## src/rtl/vx_axi_sched_pkg.sv

```systemverilog
// vx_axi_sched_pkg
// Shared types and width helpers for the AXI read credit scheduler.
//   sched_state_e : scheduler FSM state (ST_IDLE / ST_GRANT)
//   cnt_width()   : bits needed to hold a counter ranging 0..max
//   sel_width()   : requester index width for n requesters
package vx_axi_sched_pkg;

    localparam int unsigned PERF_CNT_BITS = 32;

    typedef enum logic {
        ST_IDLE  = 1'b0,
        ST_GRANT = 1'b1
    } sched_state_e;

    function automatic int unsigned cnt_width(input int unsigned max_val);
        return $clog2(max_val + 1);
    endfunction

    function automatic int unsigned sel_width(input int unsigned n);
        return (n > 1) ? $clog2(n) : 1;
    endfunction

endpackage

```

## src/rtl/vx_rr_quantum_picker.sv

```systemverilog
// vx_rr_quantum_picker
// Combinational round-robin picker with a per-requester grant quantum.
// The last issued requester keeps priority while it stays eligible and has
// not used up its quantum; otherwise the first eligible index after it wins
// (wrapping, with the last requester itself checked last).
//   elig        : eligible requesters
//   last_idx    : last issued requester
//   qcnt        : consecutive issues already given to last_idx
//   pick_valid  : some requester was picked
//   pick_idx    : picked requester
//   pick_repeat : picked requester equals last_idx
module vx_rr_quantum_picker
    import vx_axi_sched_pkg::*;
#(
    parameter int unsigned NUM_REQS  = 2,
    parameter int unsigned QUANTUM   = 4,
    parameter int unsigned SEL_BITS  = sel_width(NUM_REQS),
    parameter int unsigned QCNT_BITS = cnt_width(QUANTUM)
) (
    input  logic [NUM_REQS-1:0]  elig,
    input  logic [SEL_BITS-1:0]  last_idx,
    input  logic [QCNT_BITS-1:0] qcnt,
    output logic                 pick_valid,
    output logic [SEL_BITS-1:0]  pick_idx,
    output logic                 pick_repeat
);

    logic [SEL_BITS-1:0] scan_idx;

    always_comb begin
        pick_valid  = 1'b0;
        pick_idx    = last_idx;
        pick_repeat = 1'b0;
        scan_idx    = '0;
        if (elig[last_idx] && (32'(qcnt) < QUANTUM)) begin
            pick_valid  = 1'b1;
            pick_repeat = 1'b1;
        end else begin
            // k == NUM_REQS lands back on last_idx: it may still win past
            // its quantum when nobody else is eligible.
            for (int unsigned k = 1; k <= NUM_REQS; k++) begin
                scan_idx = SEL_BITS'((32'(last_idx) + k) % NUM_REQS);
                if (!pick_valid && elig[scan_idx]) begin
                    pick_valid  = 1'b1;
                    pick_idx    = scan_idx;
                    pick_repeat = (k == NUM_REQS);
                end
            end
        end
    end

endmodule

```

## src/rtl/vx_axi_read_credit_sched.sv

```systemverilog
// vx_axi_read_credit_sched
// Credit-based AR issue scheduler sharing one AXI read-address port among
// NUM_REQS requesters. Each requester may have up to MAX_OUTSTANDING bursts
// in flight; credits retire on R-channel last beats.
//   clk, reset     : clock, asynchronous active-low reset
//   req_valid      : per-requester AR pending
//   req_ready      : one-hot, AR of requester i accepted this cycle
//   gnt_valid/idx  : registered grant presented downstream
//   gnt_ready      : downstream arready
//   rsp_fire/last/sel : R beat handshake, rlast, requester from rid
//   idle           : no credits outstanding and no grant presented
//   err_underflow  : sticky, last beat seen with zero outstanding
// Optional: define VX_AXI_SCHED_PERF_EN to add perf_stall_credit and
// perf_stall_arb saturating per-requester stall counters.
module vx_axi_read_credit_sched
    import vx_axi_sched_pkg::*;
#(
    parameter int unsigned NUM_REQS        = 2,
    parameter int unsigned MAX_OUTSTANDING = 4,
    parameter int unsigned QUANTUM         = 4,
    parameter int unsigned SEL_BITS        = sel_width(NUM_REQS)
) (
    input  logic                clk,
    input  logic                reset,
    input  logic [NUM_REQS-1:0] req_valid,
    output logic [NUM_REQS-1:0] req_ready,
    output logic                gnt_valid,
    output logic [SEL_BITS-1:0] gnt_idx,
    input  logic                gnt_ready,
    input  logic                rsp_fire,
    input  logic                rsp_last,
    input  logic [SEL_BITS-1:0] rsp_sel,
    output logic                idle,
    output logic                err_underflow
`ifdef VX_AXI_SCHED_PERF_EN
    ,
    output logic [PERF_CNT_BITS-1:0] perf_stall_credit [NUM_REQS],
    output logic [PERF_CNT_BITS-1:0] perf_stall_arb    [NUM_REQS]
`endif
);

    localparam int unsigned CNT_BITS  = cnt_width(MAX_OUTSTANDING);
    localparam int unsigned QCNT_BITS = cnt_width(QUANTUM);
    localparam logic [CNT_BITS:0]    MAX_NEXT = (CNT_BITS+1)'(MAX_OUTSTANDING);
    localparam logic [CNT_BITS-1:0]  CNT_MAX  = CNT_BITS'(MAX_OUTSTANDING);
    localparam logic [QCNT_BITS-1:0] QCNT_MAX = QCNT_BITS'(QUANTUM);

    sched_state_e         state_q, state_d;
    logic [CNT_BITS-1:0]  cnt_q [NUM_REQS];
    logic [QCNT_BITS-1:0] qcnt_q;
    logic [NUM_REQS-1:0]  issue_vec, retire_vec, under_vec, elig;
    logic                 fire, load_gnt, any_cnt;
    logic                 pick_valid, pick_repeat;
    logic [SEL_BITS-1:0]  pick_idx;

    assign gnt_valid = (state_q == ST_GRANT);
    assign fire      = gnt_valid & gnt_ready;
    assign req_ready = issue_vec;
    assign idle      = !gnt_valid && !any_cnt;

    // A same-cycle issue counts against eligibility, a same-cycle retire
    // does not (it shows up in cnt_q one cycle later).
    always_comb begin
        issue_vec  = '0;
        retire_vec = '0;
        under_vec  = '0;
        elig       = '0;
        any_cnt    = 1'b0;
        for (int unsigned i = 0; i < NUM_REQS; i++) begin
            issue_vec[i]  = fire && (gnt_idx == SEL_BITS'(i));
            retire_vec[i] = rsp_fire && rsp_last && (rsp_sel == SEL_BITS'(i));
            under_vec[i]  = retire_vec[i] && !issue_vec[i] && (cnt_q[i] == '0);
            elig[i]       = req_valid[i] &&
                            (({1'b0, cnt_q[i]} + {{CNT_BITS{1'b0}}, issue_vec[i]}) < MAX_NEXT);
            any_cnt       = any_cnt || (cnt_q[i] != '0);
        end
    end

    vx_rr_quantum_picker #(
        .NUM_REQS  (NUM_REQS),
        .QUANTUM   (QUANTUM),
        .SEL_BITS  (SEL_BITS),
        .QCNT_BITS (QCNT_BITS)
    ) u_picker (
        .elig        (elig),
        .last_idx    (gnt_idx),
        .qcnt        (qcnt_q),
        .pick_valid  (pick_valid),
        .pick_idx    (pick_idx),
        .pick_repeat (pick_repeat)
    );

    always_comb begin
        state_d  = state_q;
        load_gnt = 1'b0;
        case (state_q)
            ST_IDLE: begin
                if (pick_valid) begin
                    state_d  = ST_GRANT;
                    load_gnt = 1'b1;
                end
            end
            ST_GRANT: begin
                if (fire) begin
                    if (pick_valid) begin
                        load_gnt = 1'b1;
                    end else begin
                        state_d = ST_IDLE;
                    end
                end
            end
            default: state_d = ST_IDLE;
        endcase
    end

    always_ff @(posedge clk or negedge reset) begin
        if (!reset) begin
            state_q <= ST_IDLE;
        end else begin
            state_q <= state_d;
        end
    end

    // gnt_idx doubles as the "last issued" requester: a loaded grant is
    // always issued eventually because it is held until gnt_ready.
    always_ff @(posedge clk or negedge reset) begin
        if (!reset) begin
            gnt_idx <= '0;
            qcnt_q  <= '0;
        end else if (load_gnt) begin
            gnt_idx <= pick_idx;
            if (!pick_repeat) begin
                qcnt_q <= QCNT_BITS'(1);
            end else if (qcnt_q != QCNT_MAX) begin
                qcnt_q <= qcnt_q + QCNT_BITS'(1);
            end
        end
    end

    always_ff @(posedge clk or negedge reset) begin
        if (!reset) begin
            for (int unsigned i = 0; i < NUM_REQS; i++) begin
                cnt_q[i] <= '0;
            end
            err_underflow <= 1'b0;
        end else begin
            for (int unsigned i = 0; i < NUM_REQS; i++) begin
                if (issue_vec[i] && !retire_vec[i]) begin
                    cnt_q[i] <= cnt_q[i] + CNT_BITS'(1);
                end else if (retire_vec[i] && !issue_vec[i] && !under_vec[i]) begin
                    cnt_q[i] <= cnt_q[i] - CNT_BITS'(1);
                end
            end
            if (|under_vec) begin
                err_underflow <= 1'b1;
            end
        end
    end

`ifdef VX_AXI_SCHED_PERF_EN
    always_ff @(posedge clk or negedge reset) begin
        if (!reset) begin
            for (int unsigned i = 0; i < NUM_REQS; i++) begin
                perf_stall_credit[i] <= '0;
                perf_stall_arb[i]    <= '0;
            end
        end else begin
            for (int unsigned i = 0; i < NUM_REQS; i++) begin
                if (req_valid[i] && (cnt_q[i] == CNT_MAX) && (perf_stall_credit[i] != '1)) begin
                    perf_stall_credit[i] <= perf_stall_credit[i] + 1'b1;
                end
                if (elig[i] && !(load_gnt && (pick_idx == SEL_BITS'(i))) &&
                    (perf_stall_arb[i] != '1)) begin
                    perf_stall_arb[i] <= perf_stall_arb[i] + 1'b1;
                end
            end
        end
    end
`endif

endmodule

```

## config.mk

```make
export PLATFORM = sky130hd
export DESIGN_NAME = vx_axi_read_credit_sched
export DESIGN_NICKNAME = d
export VERILOG_FILES = /design/src/rtl/vx_axi_sched_pkg.sv /design/src/rtl/vx_rr_quantum_picker.sv /design/src/rtl/vx_axi_read_credit_sched.sv
export SDC_FILE = /design/constraint.sdc
export NUM_CORES = 1
export LEC_CHECK = 0
export BUFFER_PORTS_ARGS = -buffer_cell sky130_fd_sc_hd__buf_2
export CAP_MARGIN = 10
export CORE_UTILIZATION = 35
export CTS_BUF_LIST = sky130_fd_sc_hd__clkbuf_8
export CTS_CLUSTER_SIZE = 30
export DETAILED_ROUTE_END_ITERATION = 6
export PLACE_DENSITY_LB_ADDON = 0.05
export SETUP_SLACK_MARGIN = 0.15
export SYNTH_ARGS = -nofsm -noshare
export SYNTH_HDL_FRONTEND = slang
export SYNTH_SLANG_ARGS = --single-unit
```

## constraint.sdc

```tcl
create_clock -name clk -period 5.65 [get_ports clk]
set_input_delay 1.695 -clock clk [delete_from_list [all_inputs] [get_ports clk]]
set_output_delay 1.695 -clock clk [all_outputs]
set_load 0.005 [all_outputs]
```

==> results of run 1 <==
==> power by group <==
| part | total (mW) | internal (mW) | switching, mW |
|---|---|---|---|
| sequential | 0.195 | 0.129 | 0.0656 |
| combinational | 0.220 | 0.114 | 0.106 |
| clock | 0.0988 | 0.0618 | 0.0369 |
==> worst reg2reg max path: stages, from the launching register on <==
cell and delay, ns:
dfrtp_1 0.49, and3_1 0.36, nand2_1 0.12, fa_1 0.40, nor4_1 0.29, a31oi_1 0.09, xnor2_1 0.14
==> how the worst max path moves through the flow <==
stage                    to  slack, ns  cells past startpoint
6_report       req_ready[1]       1.65                      3
5_1_grt        req_ready[1]       1.60                      3
4_1_cts        req_ready[1]       1.65                      3
3_5_place_dp   req_ready[1]       1.65                      3
3_3_place_gp   req_ready[1]       1.68                      3
2_1_floorplan  req_ready[1]       1.98                      2
==> registers in the layout, summed over array words and instances, names as in the netlist <==
| name | cells |
|---|---|
| gnt_valid | 1 |
| qcnt_q | 3 |
| err_underflow | 1 |
| gnt_idx | 1 |
| cnt_q | 6 |
==> Yosys cell counts, types with 2 or more instances <==
cell,count,area [um^2]
nand4_1,5,31.3
inv_1,6,22.5
a21oi_1,2,10.0
nand2_1,4,15.0
o211ai_1,3,22.5
a31oi_1,2,12.5
dfrtp_1,12,300
or3_1,4,25.0
nand2b_1,4,25.0
nor2b_1,3,18.8
nor3_1,5,25.0
a41oi_1,2,17.5
nor4_1,2,12.5
fa_1,2,40.0
ha_1,2,25.0
xnor2_1,4,35.0
nand3_1,2,10.0
o2111ai_1,2,17.5
==> layout make-up <==
| cell class | instances | share of cell area (%) |
|---|---|---|
| clock buffers | 4 | 5.66 |
| inverters | 6 | 2.32 |
| multi-input cells | 64 | 50.8 |
| flip-flops and latches | 12 | 30.9 |
| well taps | 28 | 3.60 |
| repair buffers | 13 | 6.69 |
==> kinds of logic (layout without fill, tap and decap cells) <==
family | after synthesis | count (layout) | share of synthesized area [%]
AO/OA/AOI/OAI | 18 | 18 | 16.5
XOR/XNOR | 4 | 4 | 4.17
adder cells (fa/ha/maj) | 4 | 4 | 7.74
buffers and inverters | 9 | 23 | 5.51
flip-flops | 12 | 12 | 35.7
multiplexers | 3 | 3 | 4.31
AND/OR/NAND/NOR | 35 | 35 | 26.0
==> layer usage <==
layer  wire length (um)  GRT usage, %
met1                909          23.8
met2                803          24.3
met4                 15          6.94
met5                  0             0
met3                 72          5.36
==> impl_metrics.yaml, run 1 <==
setup_path:
  crit_path_start_kind: "primary input"
  critPathRequiredTime_ns: 3.95
  critPathSlowestCell: "and3_1"
  worst-path-buf-inv: 2
  worst-setup-path-type: "in -> out"
  crit_path_max_incr_delay_ns: 0.32
  crit_chain: "buf_2 > and3_1 > buf_2"
  crit_path_frequent_cell: "buf_2"
  endpoint_kind: "output port"
  cpLargestDelayFamily: "simple AND/OR/NAND/NOR gates"
  worstRegToRegCells: 6
  cp_max_fo: 8
  crit_arrival_ns: 2.31
  rr_endpoint: "cnt_q[2]"
  worstReg2RegStart: "gnt_idx"
  r2r_slack_ns: 3.65
  cp-startpoint: "gnt_ready"
synthesis:
  synth-edff-count: 0
  synthesis.nets: 97
  ys_types: 37
  seq_area_frac_synth_pct: 35.7
  async_flop_share_pct: 100
  syn_avg_cell_area_um2: 9.89
  synth_warnings: 0
  yosys_most_used_dff: "dfrtp_1"
  syn_inst: 85
  syn-cell-area_um2: 841
  ys_ff_latch: 12
floorplan:
  die_width_um: 51.0
  start_util_pct: 37.6
  dieArea_um2: 2600
  rows: 17
  core-area_um2: 2230
  die_h_um: 51.0
  ios: 14
sta:
  max-slew-margin-rel_pct: 70.9
  period_minus_slack_ns: 4.00
  slew_viol_final: 0
  finalClockSkew_ns: 0.000813
  hold_viol_final: 0
  fin_hold_ws_ns: 0.472
  rsz0062_at_grt: "no"
  fmax_mhz: 250
  timing.final.ws_setup_ns: 1.65
  finalSetupViolCount: 0
  fin_crit_sh_pct: 70.9
  final.setup.tns_ns: 0
  worstMarginPinSlew_ns: 0.425
detailed_routing:
  drt-wirelength-per-cell_um: 14.2
  drt-pass1-iter-count: 4
  viasPerCell: 5.46
  drc_errors: 0
  dr_total_vias: 693
  initialDrtViolationCount: 15
  final_antenna_net_count: 0
  routed_wl_um: 1800
placement:
  place_area_um2: 917
  placed_cells: 123
  dp_hpwl_um: 1390
  place_congestion: 0.754
  port_buffers: 13
  pre_cts_ws_ns: 1.65
status:
  status: "finished, final reports clean"
power_and_ir_drop:
  p_total_mw: 0.514
  p_per_area_nw_per_um2: 529
  leakage_nw: 0.399
  ir_worst_vdd_uv: 292
cells_and_area:
  mostFrequentLayoutCells: "buf_2, dfrtp_1, inv_1, nor3_1, nand4_1"
  diodes: 0
  fin_area_um2: 972
  final_nets: 112
  drive_gt1_share_pct: 21.2
  synthToLayoutAreaGrowth_pct: 15.6
  stdcell_count: 127
  multi_input_area_um2: 494
  final_common_cell: "buf_2"
  utilization_pct: 43.5
  seq_area_um2: 300
  nFillCells: 233
global_routing:
  grt_pass1_vias: 675
  grt_max_degree: 13
  grt_usage_pct: 17.1
  antenna_found_initial: 0
  grt_pass1_wl_um: 3210
  overflow: 0
clock_network:
  cts_buffers: 3
  clk_pin_slew_worst_paths_ns: 0.06
  cts.path.max_buffers: 2
  cts_setup_buffers: 0
  htreeDepth: 1
  ctsResizeCount: 0
  cts_hold_buf: 0
  cts.sinks: 12
  clock_latency_ns: 0.25
  cts_tree: "yes"
  clock-root-buffer: "clkbuf_8"
hold_path:
  hold_path_class: "reg -> reg"
  hold_depth: 1
  hp-start: "err_underflow"
  hold_end: "err_underflow"
run:
  drv_cap: 0
No activity file was read; power rests on OpenSTA's default activity.
==> run 2, diff against run 1 <==
==> constraint.sdc (replaced) <==
create_clock -name clk -period 3.6 [get_ports clk]
set_input_delay 1.08 -clock clk [delete_from_list [all_inputs] [get_ports clk]]
set_output_delay 1.08 -clock clk [all_outputs]
set_load 0.005 [all_outputs]
==> run 2 against run 1 <==
Net effect:
- non-clock buffer count did not move
- register-to-register slack worse by 2.0 ns
- clock power grew 27%
- via count grew 1.0%
- worst hold slack worse by 0.0047 ns
- clock-buffer cell count is 1 lower
- sequential share of layout area increased by 0.44 points
- sequential power rose by 56%
- power increased by 51%
==> impl_metrics.yaml, run 2 (synthesis results as in run 1) <==
detailed_routing:
  drc_errors: 0
  drt-pass1-iter-count: 4
  drt-wirelength-per-cell_um: 14.5
  final_antenna_net_count: 0
  viasPerCell: 5.56
  routed_wl_um: 1820
  dr_total_vias: 700
  initialDrtViolationCount: 11
floorplan:
  ios: 14
  dieArea_um2: 2600
  start_util_pct: 37.6
  rows: 17
  die_width_um: 51.0
  core-area_um2: 2230
  die_h_um: 51.0
placement:
  place_area_um2: 917
  port_buffers: 13
  pre_cts_ws_ns: 0.823
  dp_hpwl_um: 1410
  place_congestion: 0.755
clock_network:
  cts_tree: "yes"
  clock-root-buffer: "clkbuf_8"
  clk_pin_slew_worst_paths_ns: 0.06
  ctsResizeCount: 0
  cts_hold_buf: 0
  htreeDepth: 1
  cts_buffers: 3
  cts_setup_buffers: 0
  cts.path.max_buffers: 2
  cts.sinks: 12
  clock_latency_ns: 0.24
status:
  status: "finished, final reports clean"
global_routing:
  grt_pass1_vias: 679
  grt_pass1_wl_um: 3110
  antenna_found_initial: 0
  grt_usage_pct: 16.3
  grt_max_degree: 13
  overflow: 0
sta:
  max-slew-margin-rel_pct: 68.5
  rsz0062_at_grt: "no"
  final.setup.tns_ns: 0
  finalSetupViolCount: 0
  slew_viol_final: 0
  finalClockSkew_ns: 0.00372
  hold_viol_final: 0
  period_minus_slack_ns: 2.78
  fmax_mhz: 359
  fin_crit_sh_pct: 77.3
  worstMarginPinSlew_ns: 0.460
  timing.final.ws_setup_ns: 0.816
setup_path:
  crit_path_start_kind: "primary input"
  crit_path_end: "req_ready[1]"
  worst-setup-path-type: "in -> out"
  critPathSlowestCell: "and3_1"
  crit_chain: "buf_2 > and3_1 > buf_2"
  cp_max_fo: 8
  crit_path_max_incr_delay_ns: 0.33
  path_depth: 3
  worstRegToRegCells: 6
  rr_endpoint: "cnt_q[2]"
  crit_arrival_ns: 1.70
  r2r_slack_ns: 1.62
  worst-path-buf-inv: 2
  critPathRequiredTime_ns: 2.52
  cp-startpoint: "gnt_ready"
  endpoint_kind: "output port"
  worstReg2RegStart: "gnt_idx"
  cpLargestDelayFamily: "simple AND/OR/NAND/NOR gates"
  crit_path_frequent_cell: "buf_2"
power_and_ir_drop:
  ir_worst_vdd_uv: 456
  leakage_nw: 0.392
  p_total_mw: 0.774
  p_per_area_nw_per_um2: 808
cells_and_area:
  final_common_cell: "buf_2"
  utilization_pct: 42.9
  drive_gt1_share_pct: 20.4
  largest_reg_flops: 6
  fin_area_um2: 958
  nFillCells: 247
  top_regs: "cnt_q (6), qcnt_q (3)"
  mostFrequentLayoutCells: "buf_2, dfrtp_1, inv_1, nor3_1, nand4_1"
  regMostFlops: "cnt_q"
  final_nets: 112
  diodes: 0
  synthToLayoutAreaGrowth_pct: 14.0
hold_path:
  hold_path_class: "reg -> reg"
run:
  drv_cap: 0
-- run 2: cell types whose count changed in the layout (fill, tap and decap cells not counted), sizes merged --
cell	before	now
clkbuf	4	3
-- run 2: area by class of cell --
type	count	area, um^2	area share [%]
flip-flops and latches	12	300	31.3
well taps	28	35.0	3.66
multi-input cells	64	494	51.6
repair buffers	13	65.1	6.79
clock buffers	3	41.3	4.31
inverters	6	22.5	2.35
-- run 2: worst min-delay path by stage --
| stage | from | to | slack, ns | depth (start not counted) |
|---|---|---|---|---|
| final | err_underflow | err_underflow | 0.47 | 1 |
| after floorplan | err_underflow | err_underflow | 0.46 | 1 |
| after global routing | err_underflow | err_underflow | 0.49 | 1 |
| after detailed placement | err_underflow | err_underflow | 0.46 | 1 |
| after CTS | err_underflow | err_underflow | 0.48 | 1 |
| after global placement | err_underflow | err_underflow | 0.46 | 1 |
-- run 2: report_power, final --
| part | total [mW] | switching (mW) | internal (mW) |
|---|---|---|---|
| logic | 0.345 | 0.167 | 0.179 |
| registers | 0.304 | 0.101 | 0.203 |
| clock network | 0.125 | 0.0514 | 0.0739 |
| total | 0.774 | 0.319 | 0.456 |
-- run 2: worst register-to-register path, delay by kind of cell, from the launching register on --
| family | cells | cell delay, ns |
|---|---|---|
| simple gates | 3 | 0.76 |
| fa+ha+maj | 1 | 0.39 |
| compound gates | 1 | 0.08 |
| flops | 1 | 0.49 |
| xor+xnor | 1 | 0.14 |
-- run 2: metal layers --
layer	vias to the layer above	wire (um)	GRT usage, %
li1	347	-	-
met1	336	896	22.2
met2	17	850	25.2
met3	0	77	5.36
met4	0	0	2.78
met5	-	0	0
-- run 2: through the flow --
stage                     hold WS, ns  cells
after floorplan                 0.464     85
after global placement          0.457    123
after detailed placement        0.455    123
after CTS                       0.477    126
after global routing            0.491    126
final                           0.468    126
